File: src/rtl/regfile_wb_arbiter_pkg.sv
// Shared types for the register file write-back path.
// Request bundle carries destination register and data.
package regfile_wb_arbiter_pkg;
  localparam int REG_W = 5;
  localparam int DATA_W = 32;
  localparam int NUM_REGS = 32;

  typedef struct packed {
    logic [REG_W-1:0]  wreg;
    logic [DATA_W-1:0] data;
  } wb_req_t;
endpackage

File: src/rtl/regfile_wb_arbiter_wb_fifo.sv
// Circular queue holding accepted multdiv write-backs.
// Caller guarantees no push when full and no pop when empty.
module wb_fifo
  import regfile_wb_arbiter_pkg::*;
#(
  parameter int DEPTH = 4
) (
  input  logic    clk,
  input  logic    clrn,
  input  logic    push,
  input  wb_req_t pushReq,
  input  logic    pop,
  output logic    full,
  output logic    empty,
  output wb_req_t head
);
  localparam int PW = $clog2(DEPTH);
  localparam int CW = PW + 1;

  wb_req_t mem [DEPTH];
  logic [PW-1:0] wrPtr;
  logic [PW-1:0] rdPtr;
  logic [CW-1:0] count;

  always_ff @(posedge clk or posedge clrn) begin
    if (clrn) begin
      wrPtr <= '0;
      rdPtr <= '0;
      count <= '0;
    end else begin
      if (push) wrPtr <= wrPtr + PW'(1);
      if (pop) rdPtr <= rdPtr + PW'(1);
      unique case ({push, pop})
        2'b10: count <= count + CW'(1);
        2'b01: count <= count - CW'(1);
        default: ;
      endcase
    end
  end

  always_ff @(posedge clk) begin
    if (push) mem[wrPtr] <= pushReq;
  end

  assign full = count == CW'(DEPTH);
  assign empty = count == '0;
  assign head = mem[rdPtr];
endmodule

File: src/rtl/regfile_wb_arbiter.sv
// Write-back arbiter for the register file write port:
// ALU > queued multdiv > direct multdiv, plus scoreboard.
module regfile_wb_arbiter
  import regfile_wb_arbiter_pkg::*;
#(
  parameter int DEPTH = 4
) (
  input  logic                clk,
  input  logic                clrn,
  input  logic                alu_wr_valid,
  input  logic [REG_W-1:0]    alu_wr_reg,
  input  logic [DATA_W-1:0]   alu_wr_data,
  input  logic                md_wr_valid,
  input  logic [REG_W-1:0]    md_wr_reg,
  input  logic [DATA_W-1:0]   md_wr_data,
  output logic                md_wr_ready,
  input  logic                sb_set,
  input  logic [REG_W-1:0]    sb_reg,
  output logic [NUM_REGS-1:0] pending,
  output logic                ctrl_writeEnable,
  output logic [REG_W-1:0]    ctrl_writeReg,
  output logic [DATA_W-1:0]   data_writeReg,
  input  logic [REG_W-1:0]    rd_a_reg,
  input  logic [REG_W-1:0]    rd_b_reg,
  output logic                rd_a_hit,
  output logic                rd_b_hit,
  output logic [DATA_W-1:0]   rd_a_data,
  output logic [DATA_W-1:0]   rd_b_data,
  output logic                waw_err
);
  localparam logic [NUM_REGS-1:0] NO_R0 = ~NUM_REGS'(1);

  logic    qFull;
  logic    qEmpty;
  logic    qPush;
  logic    qPop;
  logic    mdFire;
  logic    useQ;
  logic    useMd;
  logic    issueValid;
  logic    issueMd;
  wb_req_t qHead;
  wb_req_t aluReq;
  wb_req_t mdReq;
  wb_req_t issueReq;
  logic [NUM_REGS-1:0] setMask;
  logic [NUM_REGS-1:0] clrMask;

  assign md_wr_ready = !qFull && !clrn;
  assign mdFire = md_wr_valid && md_wr_ready;
  assign aluReq = {alu_wr_reg, alu_wr_data};
  assign mdReq = {md_wr_reg, md_wr_data};
  assign useQ = !alu_wr_valid && !qEmpty;
  assign useMd = !alu_wr_valid && qEmpty && mdFire;

  wb_fifo #(.DEPTH(DEPTH)) u_fifo (
    .clk(clk),
    .clrn(clrn),
    .push(qPush),
    .pushReq(mdReq),
    .pop(qPop),
    .full(qFull),
    .empty(qEmpty),
    .head(qHead)
  );

  always_comb begin
    issueValid = 1'b0;
    issueMd = 1'b0;
    issueReq = aluReq;
    qPush = 1'b0;
    qPop = 1'b0;
    unique case (1'b1)
      alu_wr_valid: begin
        issueValid = 1'b1;
        qPush = mdFire;
      end
      useQ: begin
        issueValid = 1'b1;
        issueMd = 1'b1;
        issueReq = qHead;
        qPop = 1'b1;
        qPush = mdFire;
      end
      useMd: begin
        issueValid = 1'b1;
        issueMd = 1'b1;
        issueReq = mdReq;
      end
      default: ;
    endcase
  end

  // set beats clear when both hit the same register
  always_comb begin
    setMask = '0;
    clrMask = '0;
    if (sb_set) setMask[sb_reg] = 1'b1;
    if (issueMd) clrMask[issueReq.wreg] = 1'b1;
  end

  always_ff @(posedge clk or posedge clrn) begin
    if (clrn) begin
      ctrl_writeEnable <= 1'b0;
      ctrl_writeReg <= '0;
      data_writeReg <= '0;
      pending <= '0;
      waw_err <= 1'b0;
    end else begin
      ctrl_writeEnable <= issueValid && issueReq.wreg != '0;
      ctrl_writeReg <= issueValid ? issueReq.wreg : '0;
      data_writeReg <= issueValid ? issueReq.data : '0;
      pending <= ((pending & ~clrMask) | setMask) & NO_R0;
      if (alu_wr_valid && alu_wr_reg != '0 && pending[alu_wr_reg])
        waw_err <= 1'b1;
    end
  end

  assign rd_a_hit = ctrl_writeEnable && ctrl_writeReg == rd_a_reg
                    && rd_a_reg != '0;
  assign rd_b_hit = ctrl_writeEnable && ctrl_writeReg == rd_b_reg
                    && rd_b_reg != '0;
  assign rd_a_data = rd_a_hit ? data_writeReg : '0;
  assign rd_b_data = rd_b_hit ? data_writeReg : '0;
endmodule

File: config.mk
export PLATFORM = sky130hd
export DESIGN_NAME = regfile_wb_arbiter
export DESIGN_NICKNAME = d
export VERILOG_FILES = /design/src/rtl/regfile_wb_arbiter_pkg.sv /design/src/rtl/regfile_wb_arbiter_wb_fifo.sv /design/src/rtl/regfile_wb_arbiter.sv
export SDC_FILE = /design/constraint.sdc
export NUM_CORES = 1
export LEC_CHECK = 0
export CAP_MARGIN = 20
export CORE_MARGIN = 2
export CORE_UTILIZATION = 50
export DETAILED_ROUTE_END_ITERATION = 16
export PLACE_DENSITY_LB_ADDON = 0.3
export REMOVE_ABC_BUFFERS = 1
export SLEW_MARGIN = 20
export SYNTH_ARGS = -nofsm -noshare
export SYNTH_HDL_FRONTEND = slang
export SYNTH_SLANG_ARGS = --single-unit
File: constraint.sdc
create_clock -name clk -period 3.57 [get_ports clk]
set_input_delay 0.714 -clock clk [delete_from_list [all_inputs] [get_ports clk]]
set_output_delay 0.714 -clock clk [all_outputs]
set_load 0.01 [all_outputs]
Word level (Yosys, flattened, before mapping)

Memory sizes are Yosys's and may differ from the RTL's.
Cells that the tools add are included.

Bitwise operators: 3
$add $sub $neg: 4
Mux-type cells: 20
Eq/ne operators: 5
Order comparisons: 5
Reduce and logical (&&, ||, !) cells: 27

Operator list:

| operator                                                           | number |
|---|---|
| 2-to-1 mux 32 bit                                                  | 5 |
| case mux 37 bit (2 select lines)                                   | 1 |
| AND 32 bit                                                         | 1 |
| inverter 32 bit                                                    | 1 |
| bitwise OR 32 bit                                                  | 1 |
| nonzero test 5 bit                                                 | 4 |
| less-than comparator 5 x 6 -> 1 bit (second input constant)        | 3 |
| logical AND 1 bit                                                  | 14 |
| demux 1 bit (select 5 bit)                                         | 2 |
| equality test 5 bit                                                | 2 |
| greater-or-equal comparator 5 x 1 -> 1 bit (second input constant) | 2 |
| 2-to-1 mux 1 bit                                                   | 9 |
| case mux 3 bit (2 select lines)                                    | 1 |
| binary-select mux 1 bit (select 5 bit)                             | 1 |
| 2-to-1 mux 5 bit                                                   | 1 |
| adder 2 x 1 -> 2 bit (second input constant)                       | 2 |
| zero test 1 bit                                                    | 4 |
| OR reduction 2 bit                                                 | 2 |
| adder 3 x 1 -> 3 bit (second input constant)                       | 1 |
| equality test 3 bit (second input constant)                        | 1 |
| zero test 3 bit                                                    | 1 |
| OR reduction 3 bit                                                 | 1 |
| subtractor 3 x 1 -> 3 bit (second input constant)                  | 1 |
| equality test 2 x 1 -> 1 bit (second input constant)               | 1 |
| other kinds (2)                                                    | 2 |

Output and inout bits: 138
Register bits after elaboration: 77
Memory bits (writable): 148
Memories: 1
Logic and storage cells: 73

Memories:

| memory     | words | width | read ports | clocked after memory_dff | wr ports | RTL line                         | source |
|---|---|---|---|---|---|---|---|
| u_fifo.mem | 4     | 37    | 1          | 0                        | 1        | regfile_wb_arbiter_wb_fifo.sv:20 | `wb_req_t mem [DEPTH];` |

Longest topological paths before layout

Gate-level depths: netlist (run 1).

Word-level depth: 14
Mapped depth: 11

Modules after synthesis

Synthesis (run 1) repeated with hierarchy kept, for this count alone.

Cell total of the unflattened synthesis: 707
Area, all modules: 10035.9 um^2

By module, submodules not included:

| module             | cells an instance | area each (um^2) | instances | sequential area each (um^2) |
|---|---|---|---|---|
| wb_fifo            | 230               | 5733.0           | 1         | 4619.4 |
| regfile_wb_arbiter | 477               | 4302.9           | 1         | 1751.7 |

Least setup slack after synthesis (run 1)

No wires, ideal clock.

Kind: input -> register
Start: in alu_wr_valid
End: mem u_fifo.mem[0][0] (netlist name), enable pin
Stages on the path: 4
Setup slack: 0.707 ns
Library setup time: 0.398 ns
Required time: 3.172 ns
Arrival: 2.465 ns
Path through: clkbuf_1 -> clkbuf_1 -> o211a_1 -> and2_1

Longest elaborated chain between the ends: 6

RTL lines:

| item                                     | RTL line                         | source |
|---|---|---|
| start, declared                          | regfile_wb_arbiter.sv:10         | `input logic alu_wr_valid,` |
| zero test 1 bit                          | regfile_wb_arbiter.sv:53         | `assign useQ = !alu_wr_valid && !qEmpty;` |
| logical AND 1 bit                        | regfile_wb_arbiter.sv:53         |  |
| OR reduction 2 bit (no line) *           | --                               |  |
| 2-to-1 mux 1 bit *                       | regfile_wb_arbiter.sv:73         | `unique case (1'b1)` |
| 2-to-1 mux 1 bit *                       | regfile_wb_arbiter_wb_fifo.sv:42 | `if (push) mem[wrPtr] <= pushReq;` |
| 2-to-1 mux 1 bit (implied by the code) * | regfile_wb_arbiter_wb_fifo.sv:42 |  |
| end, declared                            | regfile_wb_arbiter_wb_fifo.sv:20 |  |

Mark *: on every way between the ends. The rest lies on a longest branch, timed or not.

Final worst setup path (run 1)

Start: in rd_a_reg[2]
End: out rd_a_data[23]

Longest elaborated chain between the ends: 4
Elaborated cells on any way between the ends: 5
Classes of those cells: 1 x eq/ne; 1 x mux; 3 x reduce/logical

RTL lines:

| item                | RTL line                  | source |
|---|---|---|
| start, declared     | regfile_wb_arbiter.sv:23  | `input logic [REG_W-1:0] rd_a_reg,` |
| equality test 5 bit | regfile_wb_arbiter.sv:119 | `assign rd_a_hit = ctrl_writeEnable && ctrl_writeReg == rd_a_reg` |
| logical AND 1 bit   | regfile_wb_arbiter.sv:119 |  |
| logical AND 1 bit * | regfile_wb_arbiter.sv:120 | `&& rd_a_reg != '0;` |
| 2-to-1 mux 32 bit * | regfile_wb_arbiter.sv:123 | `assign rd_a_data = rd_a_hit ? data_writeReg : '0;` |
| end, declared       | regfile_wb_arbiter.sv:27  | `output logic [DATA_W-1:0] rd_a_data,` |

Marked as above.

==> impl_results.rst, run 1 <==
.. list-table::
   :header-rows: 1

   * - Metric
     - Value
   * - Part of the total power dissipated in the clock network
     - 25.8%
   * - Final-stage net count
     - 1059
   * - Footprint of the flip-flops and latches
     - 6370 um2
   * - Number of antenna violations at the first check in global routing
     - 1
   * - Rows
     - 51
   * - DRT iter0 DRCs
     - 576
   * - Critical path peak fanout
     - 33
   * - Final wirelength
     - 24.6 mm
   * - Area of the die
     - 21100 um2
   * - IO Count
     - 232
   * - Max_slew headroom
     - 29.8%
   * - Data required, critical path
     - 2860 ps
   * - Count of unresolved DRC violations after routing
     - 0
   * - Clock Root Buffer
     - sky130_fd_sc_hd__clkbuf_16
   * - Post-CTS setup repair buffer count
     - 0
   * - Post-Route Setup TNS
     - 0 ps
   * - Clk_lat worst skew
     - 500 ps
   * - Initial standard-cell utilization of the core
     - 51.1%
   * - Switching share of power
     - 31.0%
   * - Die height
     - 145 um
   * - Minimum period implied by the final worst setup slack
     - 3360 ps
   * - Leakage power
     - 0.00501 uW
   * - Area contributors post-synth
     - sky130_fd_sc_hd__edfxtp_1, sky130_fd_sc_hd__dfrtp_1, sky130_fd_sc_hd__mux4_2
   * - Global-route usage over all layers
     - 22.9%
   * - Yosys top cell area share
     - 44.5%
   * - CORE AREA
     - 19500 um2
   * - Total area of multi-input combinational cells
     - 3370 um2
   * - Number of synthesized flops with an enable pin
     - 148
   * - Cts hold-fix bufs
     - 0
   * - Area growth syn-to-layout
     - 34.6%
   * - Max Clock Skew
     - 7.76 ps
   * - Fraction of final layout cells sized beyond drive strength 1
     - 11.8%
   * - Endpoint type of the worst setup path
     - output port
   * - Design internal power
     - 6510 uW
   * - Synth Instances
     - 729
   * - Count of antenna-violating nets left after detailed routing
     - 0
   * - Horizontal die dimension
     - 145 um
   * - MaxCap Viol Count
     - 0
   * - Setup-violating endpoint count in the final report
     - 0
   * - Via count of the first global-routing pass
     - 7117
   * - Most used flip-flop cell after synthesis
     - sky130_fd_sc_hd__edfxtp_1
   * - Sequential share of the synthesized area
     - 63.8%
   * - Number of warning messages in the yosys log
     - 0
   * - Detailed-route vias per instance
     - 5.67
   * - Deepest clock path buffer count
     - 3
   * - Class of the most critical setup path
     - in -> out
   * - Type of the tightest min-delay check
     - reg -> reg
   * - Post-synth cell types
     - 48
   * - Syn_area_per_cell
     - 13.7 um2
   * - Net Sw Power
     - 2930 uW
   * - Number of input and output port buffers inserted
     - 230
   * - Total via count after detailed routing
     - 7042
   * - Final period utilization
     - 94.0%
   * - CTS sink cnt
     - 225
   * - Cells resized by post-CTS repair
     - 0
   * - Weighted congestion reported at the end of routability-driven placement
     - 0.853
   * - Tightest Pin Transition
     - 1050 ps
   * - Filler Cells Inserted
     - 1382
   * - Detailed placer's ending HPWL
     - 16.5 mm
   * - Routed wirelength normalized by instance count
     - 19.8 um
   * - Router iterations before antenna repair
     - 5
   * - Number of max-slew violations in the final report
     - 0
   * - H-tree Lvls
     - 1
   * - Async set-reset flop share out of synthesis
     - 34.2%
   * - Run status
     - finished clean
   * - Post-layout utilization of the core
     - 68.8%
   * - RSZ-0062 raised after global routing
     - false
   * - Count of final hold-check violations
     - 0
   * - Startpoint class of the critical path
     - input port
   * - Combinational cell fraction of total power
     - 34.4%
   * - Reg power frac
     - 39.9%
   * - TritonCTS Buffers
     - 23
   * - CTS tree
     - yes
   * - Post-synthesis register bit count
     - 225
   * - Critical path data arrival time
     - 2640 ps
   * - Total overflow reported by the global router
     - 0
   * - Pwr/cell area
     - 703 nW/um2
   * - Global-route wire length before repair
     - 38.6 mm
   * - Leading cell types in the layout, fill and taps excluded
     - sky130_fd_sc_hd__clkdlybuf4s50_1, sky130_fd_sc_hd__edfxtp_1, sky130_fd_sc_hd__nand2_1
   * - DP Worst Slack
     - 205 ps
   * - IR drop worst, VDD
     - 378 uV
   * - Most common library cell in the layout ignoring fill and taps
     - sky130_fd_sc_hd__clkdlybuf4s50_1
   * - Final WS setup
     - 215 ps
   * - Pin count of the biggest net entering global routing
     - 66
   * - Total standard cell area after synthesis
     - 9980 um2
   * - Clock transition at path regs
     - 60 ps
   * - Cell type contributing the most total cell area after synthesis
     - sky130_fd_sc_hd__edfxtp_1
   * - Maximum achievable frequency
     - 298 MHz
[critical path, cell delays in order]
cell and delay (ps):
sky130_fd_sc_hd__clkdlybuf4s50_1 410, sky130_fd_sc_hd__xor2_1 150, sky130_fd_sc_hd__nor3_1 190, sky130_fd_sc_hd__nand3_1 110
sky130_fd_sc_hd__nor2_2 160, sky130_fd_sc_hd__buf_12 180, sky130_fd_sc_hd__and2_1 150, sky130_fd_sc_hd__clkdlybuf4s50_1 540
[synthesized netlist by cell type, types with 2 or more instances]
library cell,number
sky130_fd_sc_hd__a21oi_1,38
sky130_fd_sc_hd__a22o_1,2
sky130_fd_sc_hd__a22oi_1,3
sky130_fd_sc_hd__a31oi_1,2
sky130_fd_sc_hd__a32oi_1,2
sky130_fd_sc_hd__and2_1,69
sky130_fd_sc_hd__and3_1,34
sky130_fd_sc_hd__and3b_1,3
sky130_fd_sc_hd__buf_1,2
sky130_fd_sc_hd__buf_2,8
sky130_fd_sc_hd__buf_6,3
sky130_fd_sc_hd__clkbuf_1,35
sky130_fd_sc_hd__dfrtp_1,77
sky130_fd_sc_hd__edfxtp_1,148
sky130_fd_sc_hd__ha_1,5
sky130_fd_sc_hd__inv_1,11
sky130_fd_sc_hd__mux2i_1,3
sky130_fd_sc_hd__mux4_1,2
sky130_fd_sc_hd__mux4_2,42
sky130_fd_sc_hd__nand2_1,100
sky130_fd_sc_hd__nand2b_1,4
sky130_fd_sc_hd__nand3_1,2
sky130_fd_sc_hd__nor2_1,10
sky130_fd_sc_hd__nor2b_1,3
sky130_fd_sc_hd__nor3_1,12
sky130_fd_sc_hd__nor3b_1,4
sky130_fd_sc_hd__nor4_1,5
sky130_fd_sc_hd__o21ai_0,34
sky130_fd_sc_hd__o31ai_1,2
sky130_fd_sc_hd__o41ai_1,31
sky130_fd_sc_hd__or3_1,4
sky130_fd_sc_hd__xnor2_1,9
sky130_fd_sc_hd__xor2_1,5
[kinds of logic (layout without fill, tap and decap cells)]
logic type               after synthesis  in the layout  share of synthesized area [%]
other                                  1              3                         0.0376
XOR/XNOR                              14             14                           1.23
multiplexers                          47             47                           10.3
flip-flops                           225            225                           63.8
buffers and inverters                 60            307                           2.62
adder cells (fa/ha/maj)                6              6                          0.827
AND/OR/NAND/NOR                      255            255                           13.3
AO/OA/AOI/OAI                        121            121                           7.85
[routing by layer]
metal	track usage, %	routed length (um)
met5	0	0
met4	6.32	471
met3	3.93	1990
met2	39.6	12500
met1	30.2	9650
[power by group through the flow]
stage / clock [uW] / sequential, uW / combinational, uW
detailed placement: 0 / 3810 / 3250
floorplan: 0 / 3950 / 1500
CTS: 2490 / 3760 / 3270
global route: 2590 / 3830 / 3490
finish: 2430 / 3760 / 3250
global placement: 0 / 3790 / 3180
[state kept, by name (all words and copies together), names as in the netlist]
name / cells
u_fifo.wrPtr: 2
u_fifo.mem: 148
u_fifo.count: 3
u_fifo.rdPtr: 2
data_writeReg: 32
ctrl_writeEnable: 1
waw_err: 1
ctrl_writeReg: 5
pending: 31
[final timing paths]
kind | start | depth (start not counted) | slack (ps) | end
worst max-delay path | rd_a_reg[2] | 8 | 210 | rd_a_data[23]
worst min register to register | waw_err | 1 | 490 | waw_err
worst min-delay path | waw_err | 1 | 490 | waw_err
max in group asynchronous | clrn | 3 | 2300 | u_fifo.rdPtr[0]
worst max register to register | u_fifo.count[0] | 5 | 670 | ctrl_writeEnable
min in group asynchronous | clrn | 2 | 610 | data_writeReg[31]
[per-stage QoR]
stage	power, uW	cell area, um2	std cells	hold WS, ps
finish	9440	13400	1243	491
floorplan	5460	9760	680	493
global placement	6970	12700	1199	482
detailed placement	7050	12700	1199	475
CTS	9520	13400	1241	486
global route	9910	13400	1242	514
[final cells by class]
cell class	instances	area share, %
Antenna cell	2	0.0373
Sequential cell	225	47.4
Clock inverter	12	1.24
Multi-Input combinational cell	444	25.1
Inverter	11	0.317
Timing Repair Buffer	254	18.9
Clock buffer	30	4.48
Tap cell	265	2.47
(Power assumes the default switching activity.)
==> run 2, diff against run 1 <==
--- a/config.mk
+++ b/config.mk
@@ -11,7 +11,7 @@
 export DETAILED_ROUTE_END_ITERATION = 16
 export PLACE_DENSITY_LB_ADDON = 0.3
 export REMOVE_ABC_BUFFERS = 1
-export SLEW_MARGIN = 20
+export SLEW_MARGIN = 10
 export SYNTH_ARGS = -nofsm -noshare
 export SYNTH_HDL_FRONTEND = slang
 export SYNTH_SLANG_ARGS = --single-unit
==> results of run 2 <==
The final DEF is identical to that of run 1; final timing and power are the same.
